**src/rtl/router_pkg.sv**
```systemverilog
// Shared router definitions: flit flag positions and credit_tx states.
package router_pkg;

  localparam int TAIL_OFS = 1;
  localparam int HEAD_OFS = 2;

  typedef enum logic [1:0] {
    IDLE = 2'd0,
    REQ  = 2'd1,
    XFER = 2'd2
  } tx_state_t;

endpackage

```
**src/rtl/credit_tx_counter.sv**
```systemverilog
// Up/down credit counter bounded at credit_max with sticky overflow flag.
module credit_counter #(
  parameter int credit_max = 8,
  parameter int CW = $clog2(credit_max + 1)
) (
  input  logic          clk,
  input  logic          rst,
  input  logic          inc,
  input  logic          dec,
  output logic [CW-1:0] count,
  output logic          err
);

  logic [CW-1:0] r_count;
  logic          r_err;
  logic          w_full;

  assign w_full = (r_count == CW'(credit_max));

  always_ff @(posedge clk or negedge rst) begin
    if (!rst) begin
      r_count <= CW'(credit_max);
      r_err   <= 1'b0;
    end else if (inc && !dec) begin
      if (w_full) r_err <= 1'b1;
      else        r_count <= r_count + CW'(1);
    end else if (dec && !inc) begin
      r_count <= r_count - CW'(1);
    end
  end

  assign count = r_count;
  assign err   = r_err;

endmodule

```
**src/rtl/credit_tx.sv**
```systemverilog
// Credit-based packet transmitter toward a downstream link.
// Optional counters enabled by CREDIT_TX_STATS_EN.
module credit_tx
  import router_pkg::*;
#(
  parameter int buffer_width = 64,
  parameter int credit_max   = 8,
  parameter int CW = $clog2(credit_max + 1)
) (
  input  logic                    clk,
  input  logic                    rst,
  input  logic [buffer_width-1:0] fifo_out,
  input  logic                    fifo_empty,
  output logic                    fifo_consume,
  output logic                    link_req,
  input  logic                    link_grant,
  output logic [buffer_width-1:0] tx_flit,
  output logic                    tx_valid,
  input  logic                    credit_in,
  output logic [CW-1:0]           credit_count,
`ifdef CREDIT_TX_STATS_EN
  output logic [31:0]             stat_flits,
  output logic [31:0]             stat_pkts,
  output logic [31:0]             stat_stall,
`endif
  output logic                    credit_err
);

  tx_state_t r_state, w_next;
  logic      w_head, w_tail, w_credit;
  logic      w_send, w_drop, w_req;

  assign w_head   = fifo_out[buffer_width-HEAD_OFS];
  assign w_tail   = fifo_out[buffer_width-TAIL_OFS];
  assign w_credit = (credit_count != '0);

  always_ff @(posedge clk or negedge rst) begin
    if (!rst) r_state <= IDLE;
    else      r_state <= w_next;
  end

  always_comb begin
    w_next = r_state;
    w_send = 1'b0;
    w_drop = 1'b0;
    w_req  = 1'b0;
    unique case (r_state)
      IDLE: begin
        if (!fifo_empty) begin
          if (w_head) w_next = REQ;
          else        w_drop = 1'b1;
        end
      end
      REQ: begin
        w_req = 1'b1;
        if (link_grant && w_credit && !fifo_empty) begin
          w_send = 1'b1;
          w_next = w_tail ? IDLE : XFER;
        end
      end
      XFER: begin
        w_req = 1'b1;
        if (w_credit && !fifo_empty) begin
          w_send = 1'b1;
          if (w_tail) w_next = IDLE;
        end
      end
      default: w_next = IDLE;
    endcase
  end

  // Gate with rst so a queued non-head flit is not dropped during reset.
  assign fifo_consume = (w_send | w_drop) & rst;
  assign link_req     = w_req;

  always_ff @(posedge clk or negedge rst) begin
    if (!rst) begin
      tx_valid <= 1'b0;
      tx_flit  <= '0;
    end else begin
      tx_valid <= w_send;
      if (w_send) tx_flit <= fifo_out;
    end
  end

  credit_counter #(
    .credit_max (credit_max),
    .CW         (CW)
  ) u_cnt (
    .clk   (clk),
    .rst   (rst),
    .inc   (credit_in),
    .dec   (w_send),
    .count (credit_count),
    .err   (credit_err)
  );

`ifdef CREDIT_TX_STATS_EN
  always_ff @(posedge clk or negedge rst) begin
    if (!rst) begin
      stat_flits <= '0;
      stat_pkts  <= '0;
      stat_stall <= '0;
    end else begin
      if (w_send)               stat_flits <= stat_flits + 32'd1;
      if (w_send && w_tail)     stat_pkts  <= stat_pkts + 32'd1;
      if (r_state == XFER && !w_send)
        stat_stall <= stat_stall + 32'd1;
    end
  end
`endif

endmodule

```
**config.mk**
```make
export PLATFORM = sky130hd
export DESIGN_NAME = credit_tx
export DESIGN_NICKNAME = d
export VERILOG_FILES = /design/src/rtl/router_pkg.sv /design/src/rtl/credit_tx_counter.sv /design/src/rtl/credit_tx.sv
export SDC_FILE = /design/constraint.sdc
export NUM_CORES = 1
export LEC_CHECK = 0
export BUFFER_PORTS_ARGS = -buffer_cell sky130_fd_sc_hd__buf_2
export CORE_MARGIN = 10
export CORE_UTILIZATION = 47
export CTS_CLUSTER_DIAMETER = 30
export CTS_CLUSTER_SIZE = 20
export DETAILED_ROUTE_END_ITERATION = 10
export PLACE_DENSITY = 0.86
export SKIP_LAST_GASP = 1
export SYNTH_ARGS = -nofsm -noshare
export SYNTH_HDL_FRONTEND = slang
export SYNTH_SLANG_ARGS = --single-unit
```
**constraint.sdc**
```tcl
create_clock -name clk -period 3.1 [get_ports clk]
set_clock_uncertainty 0.2 [all_clocks]
set_input_delay 0.155 -clock clk [delete_from_list [all_inputs] [get_ports clk]]
set_output_delay 0.155 -clock clk [all_outputs]
set_load 0.01 [all_outputs]
```
==> metrics.md, run 1 <==
| Metric | Value |
|---|---|
| Initial Utilization | 0.492 |
| RSZ-0062 raised after global routing | no |
| Initial antenna violation count | 0 |
| Row cnt | 29 |
| Total I/O pin count | 141 |
| Async SR Flop Fraction | 1.00 |
| Area growth syn-to-layout | 51.0% |
| Reg clk slew, reported paths | 0.07 ns |
| H-tree levels | 3 |
| FF+latch count, synth | 72 |
| Avg Vias per Cell | 4.82 |
| Final core occ | 0.742 |
| R2r startpoint | r_state[1] |
| Share of cells above drive strength 1 | 0.570 |
| Drt initial violations | 36 |
| Vias in the first global route | about 2,800 |
| Synth area leader | dfrtp_1 |
| Final count of hold timing violations | 0 |
| Crit path max fanout | 24 |
| Worst vdd ir | 0.550 mV |
| Later-pin clock latency in the skew report | 0.33 ns |
| Hold WC Path Type | in2reg |
| Hold_sp | credit_in |
| Remaining DRCs | 0 |
| Slew Limit Fails | 0 |
| Worst rel slew slack | 0.614 |
| Longest Clk Path Bufs | 2 |
| Least-Margin Pin Slew | 0.580 ns |
| Routed wire length | 9090 µm |
| CP endpoint kind | output pin |
| Cell Area, Synth | 3160 µm² |
| Outcome | completed |
| Synth area leaders | dfrtp_1 (56%), mux2_4 (24%), mux2_2 (6.1%) |
| Crit path arrival time | 2.57 ns |
| TNS Setup | 0 ns |
| Post-DP Area | 3930 µm² |
| Postcts setup bufs | 0 |
| Post-synth EDFFs | 0 |
| Met1 usage | 0.186 |
| Met3 usage | 0.0594 |
| Final min period | 2.92 ns |
| Die H | just over 100 µm |
| Die W | a little over 100 µm |
| Filler instances | 406 |
| Final HPWL DP | 5850 µm |
| Met2 Use GR | 0.311 |
| TritonCTS Buffers | 9 |
| Gpl congestion | 0.726 |
| Startpoint Class | flip-flop |
| Final Net Count | 477 |
| Vias | 2,335 |
| Final setup vio count | 0 |
| Pwr/cell area | 950 nW/µm² |
| Yosys warning total | 0 |
| Critical path type | reg2out |
| Post-DRT Antenna Nets | 0 |
| Cell with the most instances after synthesis | dfrtp_1 |
| First-pass GRT wire length | 14,300 µm |
| Fin crit share | 0.943 |
| Post-synth top cells | dfrtp_1 (71), mux2_4 (50), mux2_2 (17) |
| Worst setup path startpoint | r_state[1] |
| Largest net degree at the start of global routing | 48 |
| Max frequency | 0.342 GHz |
| Post-synth top area share | 0.563 |
| Design area | 4770 µm² |
| Mean Syn Cell Area | 16.7 µm² |
| CTS tree | yes |
| Top_reg_cell synth | dfrtp_1 |
| Worst Setup Slack, final | around 0.18 ns |
| Netlist cell types | 37 |
| Leak pwr | ~2.4 nW |
| Total grt overflow | 0 |
| Clock sink count | 72 |
| Sequential share of the synthesized area | 0.571 |
| GR peak layer | met2 |
| Synth Instances | 189 |
| Max-cap violation count | 0 |
| Total die area | 10,400 µm² |
| Port bufs | 140 |
| Synthesized net count | ~260 |
| WP data required | 2.74 ns |
| DRT Pass-1 Iters | 4 |
| Area of the core | 6420 µm² |
| Gr usage total | 0.175 |
| # diodes | 0 |
| DP Worst Slack | 0.405 ns |
| CTS root buffer | clkbuf_8 |
| DR WL/cell | ~19 µm |
## worst max-delay path, stage by stage (launching register included)
cell and delay (ns):
dfrtp_1 0.39, inv_1 0.10, ha_1 0.29, inv_1 0.05, or4_1 0.63, clkinv_2 0.26
buf_12 0.23, o21a_1 0.15, buf_2 0.14
## routing by layer
layer,wire length [µm],part of all wire
met1,3450,0.38
met2,4740,0.52
met3,705,0.078
met4,199,0.022
met5,0,0
## placed cells by master (no fill, tap or decap), types with 2 or more instances in the layout
master	synthesis	layout
o21ai_0	2	2
a21oi_1	3	3
buf_2	1	140
nand2b_1	2	2
clkinv_4	0	3
clkinv_2	0	4
clkbuf_8	0	9
xor2_1	2	2
inv_1	5	5
dlygate4sd3_1	0	65
buf_4	1	3
dfrtp_1	71	71
ha_1	5	5
mux2_4	50	50
mux2_2	17	17
buf_12	0	2
## what timing repair did
action / in CTS / in global routing
resized for setup: 0 / 1
setup endpoints to repair: 0 / 1
hold buffers: 65 / 0
endpoints found under the hold margin: 136 / 0
## state kept, by name, indices dropped and copies added (netlist names)
name,flops
u_cnt.err,1
tx_valid,1
u_cnt.count,4
tx_flit,64
r_state,2
## final timing paths
check | depth (start not counted) | end | slack, ns
min | 3 | u_cnt.count[1] | 0.07
max | 8 | fifo_consume | 0.18
max reg2reg | 7 | tx_flit[22] | 0.40
max in group asynchronous | 3 | tx_flit[48] | 1.95
min reg2reg | 1 | u_cnt.err | 0.29
min in group asynchronous | 3 | r_state[1] | 0.26
## metrics by stage
step / hold WS, ns / total power [mW] / instances
6_report: 0.0696 / 4.53 / 484
4_1_cts: 0.0444 / 4.53 / 484
3_5_place_dp: 0.0267 / 3.80 / 403
2_1_floorplan: -0.341 / 3.04 / 189
5_1_grt: 0.0902 / 4.81 / 484
3_3_place_gp: 0.0293 / 3.72 / 403
## kinds of logic (layout without fill, tap and decap cells)
| kind of cell | count (synthesis) | after routing | share of synthesized area |
|---|---|---|---|
| adder cells (fa/ha/maj) | 6 | 6 | 0.0262 |
| AO/OA/AOI/OAI | 14 | 14 | 0.0317 |
| multiplexers | 68 | 68 | 0.302 |
| flip-flops | 72 | 72 | 0.571 |
| buffers and inverters | 14 | 232 | 0.0337 |
| AND/OR/NAND/NOR | 12 | 12 | 0.0274 |
| XOR/XNOR | 3 | 3 | 0.00832 |
## report_power, final
part           internal, mW  total (mW)  switching (mW)
logic                  1.22        2.14           0.918
registers              1.42        1.74           0.314
clock network         0.290       0.648           0.358
## cell type report
cell class	instances	area [µm²]	area share
inverter	6	23.8	0.00499
clock buffer	9	124	0.0260
clock inverter	7	48.8	0.0102
multi-input combinational	103	1260	0.264
sequential	72	1800	0.378
timing repair buffer	210	1410	0.297
tap	77	96.3	0.0202
Power figures use the tool's default switching activity.
==> inputs of run 2 (changes only) <==
--- a/config.mk
+++ b/config.mk
@@ -9,10 +9,10 @@
 export CORE_MARGIN = 10
 export CORE_UTILIZATION = 47
 export CTS_CLUSTER_DIAMETER = 30
-export CTS_CLUSTER_SIZE = 20
 export DETAILED_ROUTE_END_ITERATION = 10
 export PLACE_DENSITY = 0.86
 export SKIP_LAST_GASP = 1
 export SYNTH_ARGS = -nofsm -noshare
 export SYNTH_HDL_FRONTEND = slang
+export SYNTH_HIERARCHICAL = 1
 export SYNTH_SLANG_ARGS = --single-unit
==> metrics.md, run 2 <==
| Metric | Value |
|---|---|
| Reg area | 1800 µm² (unchanged) |
| RSZ-0062 raised after global routing | no |
| CTS root buffer | clkbuf_8 |
| TritonCTS Buffers | 9 (unchanged) |
| Yosys warning total | 6 (+6) |
| Slew Limit Fails | 0 (unchanged) |
| Critical path type | reg2reg |
| Post-synth top area share | 0.566 (+0.00292) |
| First-pass GRT wire length | 14,000 µm (-2.1%) |
| Post-DRT Antenna Nets | 0 (unchanged) |
| Routed wire length | 8870 µm (-2.4%) |
| Slowest library cell on the worst path | a2111oi_0 |
| Total I/O pin count | 141 (unchanged) |
| Total die area | 10,400 µm² (-0.41%) |
| Longest Clk Path Bufs | 2 (unchanged) |
| Post-synth top cells | dfrtp_1 (71), mux2_4 (43), mux2_2 (25) |
| Cell Area, Synth | 3140 µm² (-0.52%) |
| Area of the core | 6420 µm² (unchanged) |
| Synthesized net count | 265 (+0.38%) |
| Worst path max stage delay | 0.40 ns (-0.23 ns) |
| DRT Pass-1 Iters | 4 (unchanged) |
| Die H | 102 µm (-0.21%) |
| Clock sink count | 72 (unchanged) |
| Design area | 4780 µm² (+0.34%) |
| Final count of hold timing violations | 0 (unchanged) |
| Final core occ | 0.745 (+0.00253) |
| Largest reg by FF count | tx_flit |
| H-tree levels | 3 (unchanged) |
| Hold WC Path Type | in2reg |
| Dpl cells | 401 (-0.50%) |
| Max FFs per register | 64 (unchanged) |
| Netlist cell types | 27 (-27%) |
| Mean Syn Cell Area | 16.6 µm² (-0.52%) |
| Vias | 2,321 (-0.60%) |
| Initial Utilization | 0.489 (-0.00253) |
| Final HPWL DP | 5720 µm (-2.3%) |
| Drt initial violations | 33 (-8.3%) |
| Outcome | completed |
| Worst rel slew slack | 0.418 (-0.196) |
| Postcts setup bufs | 0 (unchanged) |
| Clk network pwr share | 0.174 (+0.031) |
| Largest net degree at the start of global routing | 73 (+52%) |
| Cell with the most instances after synthesis | dfrtp_1 |
| Crit path max fanout | 4 (-83%) |
| Worst vdd ir | 0.527 mV (-4.1%) |
| Avg Vias per Cell | 4.81 (-0.39%) |
| Vias in the first global route | 2,694 (-3.3%) |
| Post-synth EDFFs | 0 (unchanged) |
| Total grt overflow | 0 (unchanged) |
| Final setup vio count | 0 (unchanged) |
| Final min period | 2.72 ns (-0.207 ns) |
| Reg clk slew, reported paths | 0.08 ns (about the same) |
| Synth area leader | dfrtp_1 |
| Crit path cell chain | inv_1, ha_1, a21oi_1, nor4b_4, inv_1, nand2_1, ha_1, a21o_1, a2111oi_0, o21a_1, a211oi_1 |
| Final cell count without fillers | 483 (-0.21%) |
| Internal Power | 3.04 mW (+3.4%) |
| Area growth syn-to-layout | 52.3% |
| P_sw | 1.55 mW (-2.2%) |
| Multi-input gate area | 1250 µm² (-0.60%) |
| Leak pwr | 2.38 nW (-0.54%) |
| Top_reg_cell synth | dfrtp_1 |
| Max frequency | 0.368 GHz (+7.6%) |
| Initial antenna violation count | 0 (unchanged) |
| CP endpoint kind | flip-flop |
| Gr usage total | 0.174 (-0.000672) |
| # diodes | 0 (unchanged) |
| DR WL/cell | 18.4 µm (-2.2%) |
| Comb power frac | 0.448 (-0.025) |
| Port bufs | 140 (unchanged) |
| Switching power share of the total | 0.339 (-0.0127) |
| Final Net Count | 477 (unchanged) |
| FF+latch count, synth | 72 (unchanged) |
| Commonest non-fill, non-tap cells in the layout | buf_2 (139), dfrtp_1 (71), dlygate4sd3_1 (66) |
| CTS tree | yes |
| Share of cells above drive strength 1 | 0.569 (-0.00106) |
| Pwr/cell area | 961 nW/µm² (+1.1%) |
| Synth area leaders | dfrtp_1 (57%), mux2_4 (21%), mux2_2 (9.0%) |
| Async SR Flop Fraction | 1.00 (unchanged) |
| Sequential share of the synthesized area | 0.574 (+0.00296) |
| Startpoint Class | flip-flop |
| Filler instances | 398 (-2.0%) |
| Post-DP Area | 3900 µm² (-0.83%) |
| Fin crit share | 0.876 (-0.0668) |
| Later-pin clock latency in the skew report | 0.33 ns (about the same) |
| Row cnt | 29 (unchanged) |
| Max-cap violation count | 0 (unchanged) |
| Least-Margin Pin Slew | 0.873 ns (+0.294 ns) |
| Gpl congestion | 0.763 (+5.0%) |
| Commonest non-fill, non-tap cell in the layout | buf_2 |
| Die W | 102 µm (-0.21%) |
| Synth Instances | 189 (unchanged) |
| WP data required | 3.15 ns (+0.41 ns) |
| Crit path arrival time | 2.77 ns (+0.20 ns) |
| TNS Setup | 0 ns (unchanged) |
| Remaining DRCs | 0 (unchanged) |
| Sequential Power Share | 0.377 (-0.007) |
| Hold WS | 0.111 ns (+0.0409 ns) |
-- run 2: power groups by stage --
stage	Clock [mW]	Combinational (mW)	Sequential [mW]
6_report	0.801	2.06	1.73
2_1_floorplan	0	1.04	1.93
4_1_cts	0.822	2.07	1.72
5_1_grt	0.860	2.22	1.80
3_3_place_gp	0	1.95	1.70
3_5_place_dp	0	2.00	1.73
-- run 2: worst paths after layout --
path	from	end	slack [ns]	cells past startpoint
worst min-delay path	link_grant	r_state[1]	0.11	5
max in group asynchronous	rst	tx_flit[63]	1.73	3
worst max-delay path	r_state[1]	u_cnt/count[3]	0.38	11
worst min register to register	tx_flit[25]	tx_flit[25]	0.31	1
min in group asynchronous	rst	tx_flit[38]	0.38	3
worst max register to register	r_state[1]	u_cnt/count[3]	0.38	11
-- run 2: area by class of cell --
class,instances,area share
timing repair buffer,208,0.291
inverter,6,0.00471
multi-input combinational,104,0.261
clock inverter,7,0.0201
clock buffer,9,0.0259
tap,77,0.0201
sequential,72,0.377
-- run 2: timing repair --
| action | CTS | global route |
|---|---|---|
| setup endpoints to repair | 0 | 0 |
| hold endpoints to repair | 138 | 0 |
| resized for setup | 0 | 0 |
| hold buffers | 66 | 0 |
-- run 2: worst max-delay path, delay by kind of cell (launching register included) --
family / cells / cell delay [ns]
AOI/OAI and AO/OA: 5 / 0.90
adders and majority gates: 2 / 0.48
buffers and inverters: 2 / 0.24
DFF: 1 / 0.39
and+or+nand+nor: 2 / 0.45
-- run 2: per-layer routing --
metal,GRT usage,part of all wire
met1,0.176,0.36
met3,0.0538,0.069
met5,0,0
met4,0.0781,0.021
met2,0.321,0.55
-- run 2: logic make-up after synthesis --
group                    count (synthesis)  synth area share
XOR/XNOR                                 2           0.00558
adder cells (fa/ha/maj)                  7            0.0303
multiplexers                            70             0.302
AND/OR/NAND/NOR                         12            0.0335
buffers and inverters                   13            0.0283
AO/OA/AOI/OAI                           13            0.0267
flip-flops                              72             0.574
-- run 2: per-stage QoR --
| step | setup slack (ns) | power [mW] |
|---|---|---|
| 2_1_floorplan | 0.362 | 2.97 |
| 3_3_place_gp | 0.538 | 3.64 |
| 3_5_place_dp | 0.412 | 3.73 |
| 4_1_cts | 0.403 | 4.62 |
| 5_1_grt | 0.179 | 4.88 |
| 6_report | 0.384 | 4.59 |
==> inputs of run 3 (changes only) <==
==> constraint.sdc (replaced) <==
create_clock -name clk -period 3.1 [get_ports clk]
set_clock_uncertainty 0.2 [all_clocks]
set_input_delay 0.62 -clock clk [delete_from_list [all_inputs] [get_ports clk]]
set_output_delay 0.62 -clock clk [all_outputs]
set_load 0.01 [all_outputs]
==> metrics.md, run 3 (synthesis results as in run 2) <==
| Metric | Value |
|---|---|
| Pwr/cell area | 1080 nW/µm² (+12%) |
| Met3 usage | 0.0395 (-0.0143) |
| WP buf/inv | 4 (+2) |
| Slowest library cell on the worst path | dfrtp_1 |
| CP endpoint kind | output pin |
| Largest reg by FF count | tx_flit |
| Outcome | completed |
| Share of cells above drive strength 1 | 0.684 (+0.115) |
| Post-DP Area | 3900 µm² (unchanged) |
| Worst path max stage delay | 0.39 ns (about the same) |
| Final count of hold timing violations | 0 (unchanged) |
| RR Endpoint | u_cnt/count[3] |
| Avg Vias per Cell | 4.87 (+1.3%) |
| Commonest non-fill, non-tap cell in the layout | buf_2 |
| Final HPWL DP | 5720 µm (about the same) |
| Worst path most repeated cell | a21oi_1 |
| First-pass GRT wire length | 12,300 µm (-12%) |
| DRT Pass-1 Iters | 4 (unchanged) |
| Worst rel slew slack | 0.422 (+0.00403) |
| Leak pwr | 2.14 nW (-10%) |
| TritonCTS Buffers | 9 (unchanged) |
| Crit path cell chain | inv_1, ha_1, a21oi_1, nor4b_4, buf_4, buf_12, a21oi_1, nor2b_1, buf_2 |
| Vias | 2,054 (-12%) |
| DP Worst Slack | 0.316 ns (-0.0961 ns) |
| Max FFs per register | 64 (unchanged) |
| Gpl congestion | 0.789 (+3.4%) |
| Total I/O pin count | 141 (unchanged) |
| Die W | 102 µm (unchanged) |
| Largest net degree at the start of global routing | 73 (unchanged) |
| Clock sink count | 72 (unchanged) |
| Crit path arrival time | 2.21 ns (-0.56 ns) |
| Filler instances | 497 (+25%) |
| CTS root buffer | clkbuf_8 |
| Initial antenna violation count | 0 (unchanged) |
| Post-CTS sizing | 0 (unchanged) |
| Port bufs | 140 (unchanged) |
| CTS tree | yes |
| Fin crit share | 0.978 (+0.102) |
| Initial Utilization | 0.489 (unchanged) |
| Hold Buf Count CTS | 0 (-100%) |
| Final setup vio count | 0 (unchanged) |
| Post-DRT Antenna Nets | 0 (unchanged) |
| Slew Limit Fails | 0 (unchanged) |
| Design area | 4190 µm² (-12%) |
| Worst vdd ir | 0.547 mV (+3.9%) |
| Total grt overflow | 0 (unchanged) |
| Longest Clk Path Bufs | 2 (unchanged) |
| Vias in the first global route | 2,351 (-13%) |
| Commonest non-fill, non-tap cells in the layout | buf_2 (139), dfrtp_1 (71), mux2_4 (43) |
| Reg clk slew, reported paths | 0.08 ns (about the same) |
| DR WL/cell | 18.8 µm (+2.4%) |
| Row cnt | 29 (unchanged) |
| Final Net Count | 416 (-13%) |
| Worst Setup Slack, final | 0.0694 ns (-0.315 ns) |
| GR peak layer | met2 |
| Hold WC Path Type | reg2reg |
| Max-cap violation count | 0 (unchanged) |
| Crit path capture | fifo_consume |
| Drt initial violations | 45 (+36%) |
| Remaining DRCs | 0 (unchanged) |
| Total die area | 10,400 µm² (unchanged) |
| Area growth syn-to-layout | 33.3% |
| TNS Setup | 0 ns (unchanged) |
| Design Power | 4.52 mW (-1.7%) |
| Gr usage total | 0.153 (-0.0211) |
| RSZ-0062 raised after global routing | yes |
| Least-Margin Pin Slew | 0.867 ns (-0.00604 ns) |
| Worst setup path startpoint | r_state[1] |
| Met1 usage | 0.174 (-0.00275) |
| Later-pin clock latency in the skew report | 0.33 ns (about the same) |
| R2R Setup Slk | 0.24 ns (-0.14 ns) |
| Area of the core | 6420 µm² (unchanged) |
| Routed wire length | 7940 µm (-11%) |
| H-tree levels | 3 (unchanged) |
| Die H | 102 µm (unchanged) |
| WP data required | 2.28 ns (-0.87 ns) |
| Final min period | 3.03 ns (+0.315 ns) |
| Max frequency | 0.330 GHz (-10%) |
| Critical path type | reg2out |
| R2r startpoint | r_state[1] |
| Startpoint Class | flip-flop |
| FF-to-FF path depth | 11 (unchanged) |
| CP top delay family | buffers and inverters |
| Crit path max fanout | 18 (+14) |
| # diodes | 0 (unchanged) |
| Met2 Use GR | 0.261 (-0.0591) |
| CP Depth | 9 (-2) |
[run 3: worst register-to-register path, stage by stage, from the launching register on]
cell and delay (ns):
dfrtp_1 0.39, inv_1 0.11, ha_1 0.22, a21oi_1 0.13, nor4b_4 0.33, inv_1 0.11, nand2_1 0.15, ha_1 0.25
a21o_1 0.16, a2111oi_0 0.48, o21a_1 0.20, a211oi_1 0.05
[run 3: stage by stage]
step | utilization | instances | hold WS [ns]
6_report | 0.652 | 422 | 0.302
4_1_cts | 0.644 | 418 | 0.286
3_5_place_dp | 0.607 | 401 | 0.287
3_3_place_gp | 0.607 | 401 | 0.285
2_1_floorplan | - | 189 | 0.124
5_1_grt | 0.652 | 422 | 0.284
[run 3: cell type report]
class / count / area [µm²] / share of cell area
inverter: 6 / 22.5 / 0.00538
tap: 77 / 96.3 / 0.0230
clock buffer: 10 / 138 / 0.0329
timing repair buffer: 147 / 811 / 0.194
sequential: 72 / 1800 / 0.431
multi-input combinational: 104 / 1250 / 0.298
clock inverter: 6 / 67.6 / 0.0161
[run 3: worst min-delay path by stage]
stage                             end          from  depth (start not counted)
after global placement    tx_flit[35]   tx_flit[35]                          1
after CTS                 tx_flit[10]  fifo_out[10]                          2
final                     tx_flit[33]   tx_flit[33]                          1
after floorplan            r_state[0]           rst                          0
after global routing      tx_flit[10]  fifo_out[10]                          2
after detailed placement  tx_flit[61]   tx_flit[61]                          1
[run 3: layer usage]
layer	up-vias	wire, µm
li1	974	-
met1	998	3250
met2	76	4080
met3	6	514
met4	0	91
met5	-	0
[run 3: power by group]
group	switching (mW)	internal, mW	leakage (nW)
Sequential	0.297	1.42	0.863
Clock	0.355	0.396	0.0989
Combinational	0.892	1.16	1.17
Total	1.54	2.97	2.14
[run 3: what timing repair did]
| item | 4_1_cts | 5_1_grt |
|---|---|---|
| gates cloned | 1 | 1 |
| setup buffers | 0 | 3 |
| pin swaps | 0 | 1 |
| endpoints found under the setup margin | 1 | 2 |
